**config.mk**
```make
export PLATFORM = sky130hd
export DESIGN_NAME = regfile_scoreboard
export DESIGN_NICKNAME = d
export VERILOG_FILES = /design/src/rtl/regfile_scoreboard.sv
export SDC_FILE = /design/constraint.sdc
export NUM_CORES = 2
export LEC_CHECK = 0
export CELL_PAD_IN_SITES_DETAIL_PLACEMENT = 1
export CELL_PAD_IN_SITES_GLOBAL_PLACEMENT = 2
export CORE_ASPECT_RATIO = 1.2
export CORE_MARGIN = 4
export CORE_UTILIZATION = 35
export DETAILED_ROUTE_END_ITERATION = 8
export PLACE_DENSITY_LB_ADDON = 0.2
export SLEW_MARGIN = 40
export SYNTH_ARGS = -nofsm -noshare
export SYNTH_HDL_FRONTEND = slang
export SYNTH_HIERARCHICAL = 1
export SYNTH_SLANG_ARGS = --single-unit
```
**constraint.sdc**
```tcl
create_clock -name clk -period 121.3 [get_ports clk]
set_input_delay 30.325 -clock clk [delete_from_list [all_inputs] [get_ports clk]]
set_output_delay 30.325 -clock clk [all_outputs]
set_load 0.1 [all_outputs]
```
**src/rtl/regfile_scoreboard.sv**
```systemverilog
// regfile_scoreboard -- integer register file with a per-register pending
// (busy) scoreboard and optional write-to-read forwarding.
//
// Ports:
//   clk, rst          rising-edge clock, asynchronous active-high reset
//   write_enable/     writeback: stores write_data and clears the
//   write_address/      pending bit of write_address (x0 ignored)
//   write_data
//   issue_valid/      marks issue_address pending from the next cycle
//   issue_address
//   flush             synchronous clear of every pending bit
//   read_address      NUM_RD packed addresses, port i at [i*AW +: AW]
//   read_data         NUM_RD packed data words, port i at [i*XLEN +: XLEN]
//   read_busy         per-port pending flag
//   any_busy          OR of all stored pending bits (never forwarded)

// One combinational read port. Forwarding is gated by the caller so that a
// write qualified off (x0, reset) never reaches the read side.
module regfile_rd_port #(
  parameter int XLEN   = 32,
  parameter int NREGS  = 32,
  parameter int AW     = 5,
  parameter int BYPASS = 1
) (
  input  logic [AW-1:0]               raddr,
  input  logic [NREGS-1:0][XLEN-1:0]  regs,
  input  logic [NREGS-1:0]            pend,
  input  logic                        wr_en,
  input  logic [AW-1:0]               waddr,
  input  logic [XLEN-1:0]             wdata,
  output logic [XLEN-1:0]             rdata,
  output logic                        rbusy
);
  localparam bit BYP = (BYPASS != 0);

  logic hit;

  assign hit   = BYP && wr_en && (waddr == raddr);
  // regs[0] and pend[0] are never set, so x0 reads as zero / not busy.
  assign rdata = hit ? wdata : regs[raddr];
  assign rbusy = hit ? 1'b0  : pend[raddr];
endmodule

module regfile_scoreboard #(
  parameter  int XLEN   = 32,
  parameter  int NREGS  = 32,
  parameter  int NUM_RD = 2,
  parameter  int BYPASS = 1,
  localparam int AW     = $clog2(NREGS)
) (
  input  logic                   clk,
  input  logic                   rst,
  input  logic                   write_enable,
  input  logic [AW-1:0]          write_address,
  input  logic [XLEN-1:0]        write_data,
  input  logic                   issue_valid,
  input  logic [AW-1:0]          issue_address,
  input  logic                   flush,
  input  logic [NUM_RD*AW-1:0]   read_address,
  output logic [NUM_RD*XLEN-1:0] read_data,
  output logic [NUM_RD-1:0]      read_busy,
  output logic                   any_busy
);
  logic [NREGS-1:0][XLEN-1:0] regs;
  logic [NREGS-1:0]           pend, pend_nxt;
  logic                       wr_en;
  logic                       fwd_en;

  assign wr_en  = write_enable && (write_address != '0);
  // While reset is held the read side must show zeros, so no forwarding.
  assign fwd_en = wr_en && !rst;

  always_ff @(posedge clk or posedge rst) begin
    if (rst)        regs <= '0;
    else if (wr_en) regs[write_address] <= write_data;
  end

  // Priority: flush > issue > writeback clear. Issue beats the clear
  // because the newly issued producer is the one the register now waits on.
  always_comb begin
    pend_nxt = pend;
    for (int r = 1; r < NREGS; r++) begin
      if (flush)
        pend_nxt[r] = 1'b0;
      else if (issue_valid && issue_address == AW'(r))
        pend_nxt[r] = 1'b1;
      else if (write_enable && write_address == AW'(r))
        pend_nxt[r] = 1'b0;
    end
    pend_nxt[0] = 1'b0;
  end

  always_ff @(posedge clk or posedge rst) begin
    if (rst) pend <= '0;
    else     pend <= pend_nxt;
  end

  assign any_busy = |pend;

  for (genvar g = 0; g < NUM_RD; g++) begin : g_rd
    regfile_rd_port #(
      .XLEN(XLEN), .NREGS(NREGS), .AW(AW), .BYPASS(BYPASS)
    ) u_rd (
      .raddr (read_address[g*AW +: AW]),
      .regs  (regs),
      .pend  (pend),
      .wr_en (fwd_en),
      .waddr (write_address),
      .wdata (write_data),
      .rdata (read_data[g*XLEN +: XLEN]),
      .rbusy (read_busy[g])
    );
  end
endmodule

```
==> metrics.yaml <==
die:
  start_util_pct: 35.3
  dieWidth_um: 380
  core_area_um2: 165000
  dieArea_um2: 172000
  die_y_um: 454
  row_count: 163
  ioPinCount: 124
timing:
  post-route-min-period_ps: 65750
  period_share_pct: 54.2
  timing_hold_violations_final: 0
  final.setup.tns_ps: 0
  hold_ws_ps: 398
  max_freq_ghz: 0.0152
  max-slew-margin-rel_pct: 39.0
  drv_slew: 0
  rsz0062_at_grt: "no"
  tightest_slew_ps: 913
  setup_viol: 0
  finClkSkew_ps: 0
routing:
  routed_wl_um: 216000
  drt_pass1_iterations: 5
  wire_per_inst_um: 31.9
  drc: 0
  drtAntennaViolNets: 0
  avgViaCountPerCell: 5.95
  vias: 40229
  drtIter0Drc: 2442
worst_setup_path:
  crit_buf_inv: 6
  slowest_delay_ps: 730
  slowest_stage: "buf_6"
  cp_data_required_time_ps: 90970
  critPathCaptureType: "primary output"
  cp.arrival_ps: 35430
  path_cells: "buf_8 -> buf_4 -> buf_12 -> buf_6 -> buf_6 -> mux2i_1 -> a22oi_1 -> a21oi_1 -> nor4_1 -> mux2_2 -> buf_2"
  r2r_setup_slack_ps: 120440
  critPathTopFamily: "buffers and inverters"
  crit_type: "primary input to primary output"
  r2r_start: "pend[16]"
  worst_path_most_repeated_cell: "buf_6"
  r2r_end: "pend[16]"
  worstPathMaxFanout: 98
  reg2reg_depth: 2
  cp-start-kind: "primary input"
synth:
  synth_edf_count: 0
  syn_area_um2: 58100
  yosysSeqAreaShare_pct: 45.5
  synth_cell_types: 39
  ys.flop_type: "dfrtp_1"
  muxShareOfSynthArea_pct: 39.1
  async_flop_share_pct: 100
  synth-adder-area-share_pct: 0
  avgSynthCellArea_um2: 12.4
  synth_top_family_by_area: "multiplexers"
  synth_cells: 4666
  ys_warn_count: 6
  synth_xor_area_share_pct: 0.151
  synth_top_area_cell: "dfrtp_1"
  synth_area_leaders: "dfrtp_1 (45%), mux2_2 (20%), mux2i_1 (18%), a22oi_1 (6.6%), a21oi_1 (2.2%)"
  synth_compound_area_share_pct: 9.30
  yosysTopAreaCellShare_pct: 45.5
  synth_simple_gate_area_share_pct: 1.84
  ys_ff_latch: 1055
clock_tree:
  clockBufferDepth: 3
  cts.sinks: 1055
  clock_latency_ps: 740
  cts_root_buf: "clkbuf_16"
  cts_tree: "built"
  clk_pin_slew_ps: 50
  numCtsBuffers: 117
  cts_resized: 0
  htree_levels: 3
  postCtsSetupRepairBufs: 0
  hold_buffers: 0
finish:
  layout_common_cells: "dfrtp_1 (1,055), mux2i_1 (1,024), mux2_2 (1,006), a22oi_1 (512), a21oi_1 (256)"
  final_area_um2: 65100
  nNetsFinal: 4583
  final_common_cell: "dfrtp_1"
  final_cells: 6763
  area_delta_synth_final_pct: 12.1
  drive_above_1_share_pct: 32.8
power:
  p_int_uw: 746
  p_per_area_nw_per_um2: 16.5
  leakage_uw: 0.0297
  netSwitchingFraction_pct: 30.3
  combPwrFrac_pct: 20.7
  ir_drop_v: 0.0000116
  p_switching_uw: 325
  p_clk_share_pct: 35.6
  fin_total_pwr_uw: 1070
  pwr-share-seq_pct: 43.6
run_status:
  outcome: "complete, no violations"
run:
  max_cap_viol_count: 0
hold_path:
  min_from: "regs[20]"
  hold_depth: 0
  hp-class: "register to register"
  min_to: "regs[20]"
placement:
  io_buffers: 123
  place_area_um2: 60900
  gp_congestion: 0.744
  dp.final_hpwl_um: 118000
  dp.cells: 6549
grt:
  antenna_found_initial: 4
  grt_max_degree: 142
  grtUsageTotal_pct: 24.4
  grt-ovfl-total: 0
  grt_pass1_vias: 42624
  grt_pass1_wl_um: 312000
## worst max-delay path by stage
stage,to,cells after the start,start
3_5_place_dp,read_data[12],11,read_address[0]
3_3_place_gp,read_data[12],11,read_address[0]
6_report,read_data[12],11,read_address[0]
2_1_floorplan,read_busy[0],6,rst
5_1_grt,read_data[12],11,read_address[0]
4_1_cts,read_data[12],11,read_address[0]
## power groups by stage
stage	logic, uW	clock network, uW	registers [uW]
floorplan	175	0	459
global placement	221	0	469
detailed placement	223	0	472
CTS	224	393	466
global route	241	407	476
finish	222	382	467
## metal layers
metal	global-route usage, %	part of all wire (%)	up-vias
li1	-	-	17260
met1	32.5	45	21889
met2	42.1	49	803
met3	2.60	3.3	275
met4	7.57	3.0	2
met5	0	0.0060	-
## cells by family after synthesis
kind of cell | count (synthesis)
xor+xnor | 10
flops | 1055
other cells | 1
mux | 2100
compound gates | 799
simple gates | 179
buf+inv | 522
## metrics by stage
stage / utilization (%) / setup slack [ps]
2_1_floorplan: - / 35700
3_3_place_gp: 37.0 / 54150
3_5_place_dp: 37.0 / 55290
4_1_cts: 39.5 / 55270
5_1_grt: 39.5 / 55270
6_report: 39.5 / 55550
## registers in the layout, indices dropped and copies added (netlist names)
| name | flops |
|---|---|
| regs | 1024 |
| pend | 31 |
## final cells by class
cell class / count / area [um2]
Tap cell: 2145 / 2680
Sequential cell: 1055 / 26400
Antenna cell: 1 / 2.50
Multi-Input combinational cell: 3090 / 29700
Inverter: 20 / 82.6
Fill cell: 16964 / 99500
Clock buffer: 163 / 3400
Clock inverter: 47 / 694
Timing Repair Buffer: 242 / 2140
## synth_stat cells (20+ instances only)
cell type  instances
a21oi_1          256
a22oi_1          512
buf_1             32
buf_2            195
buf_4             34
clkbuf_1         232
dfrtp_1         1055
inv_1             20
mux2_1            21
mux2_2          1006
mux2_4            29
mux2i_1         1024
mux4_2            20
nor2_1            21
nor2b_1           21
nor4_1            73
Note: power is estimated with default switching activity, not from simulation.
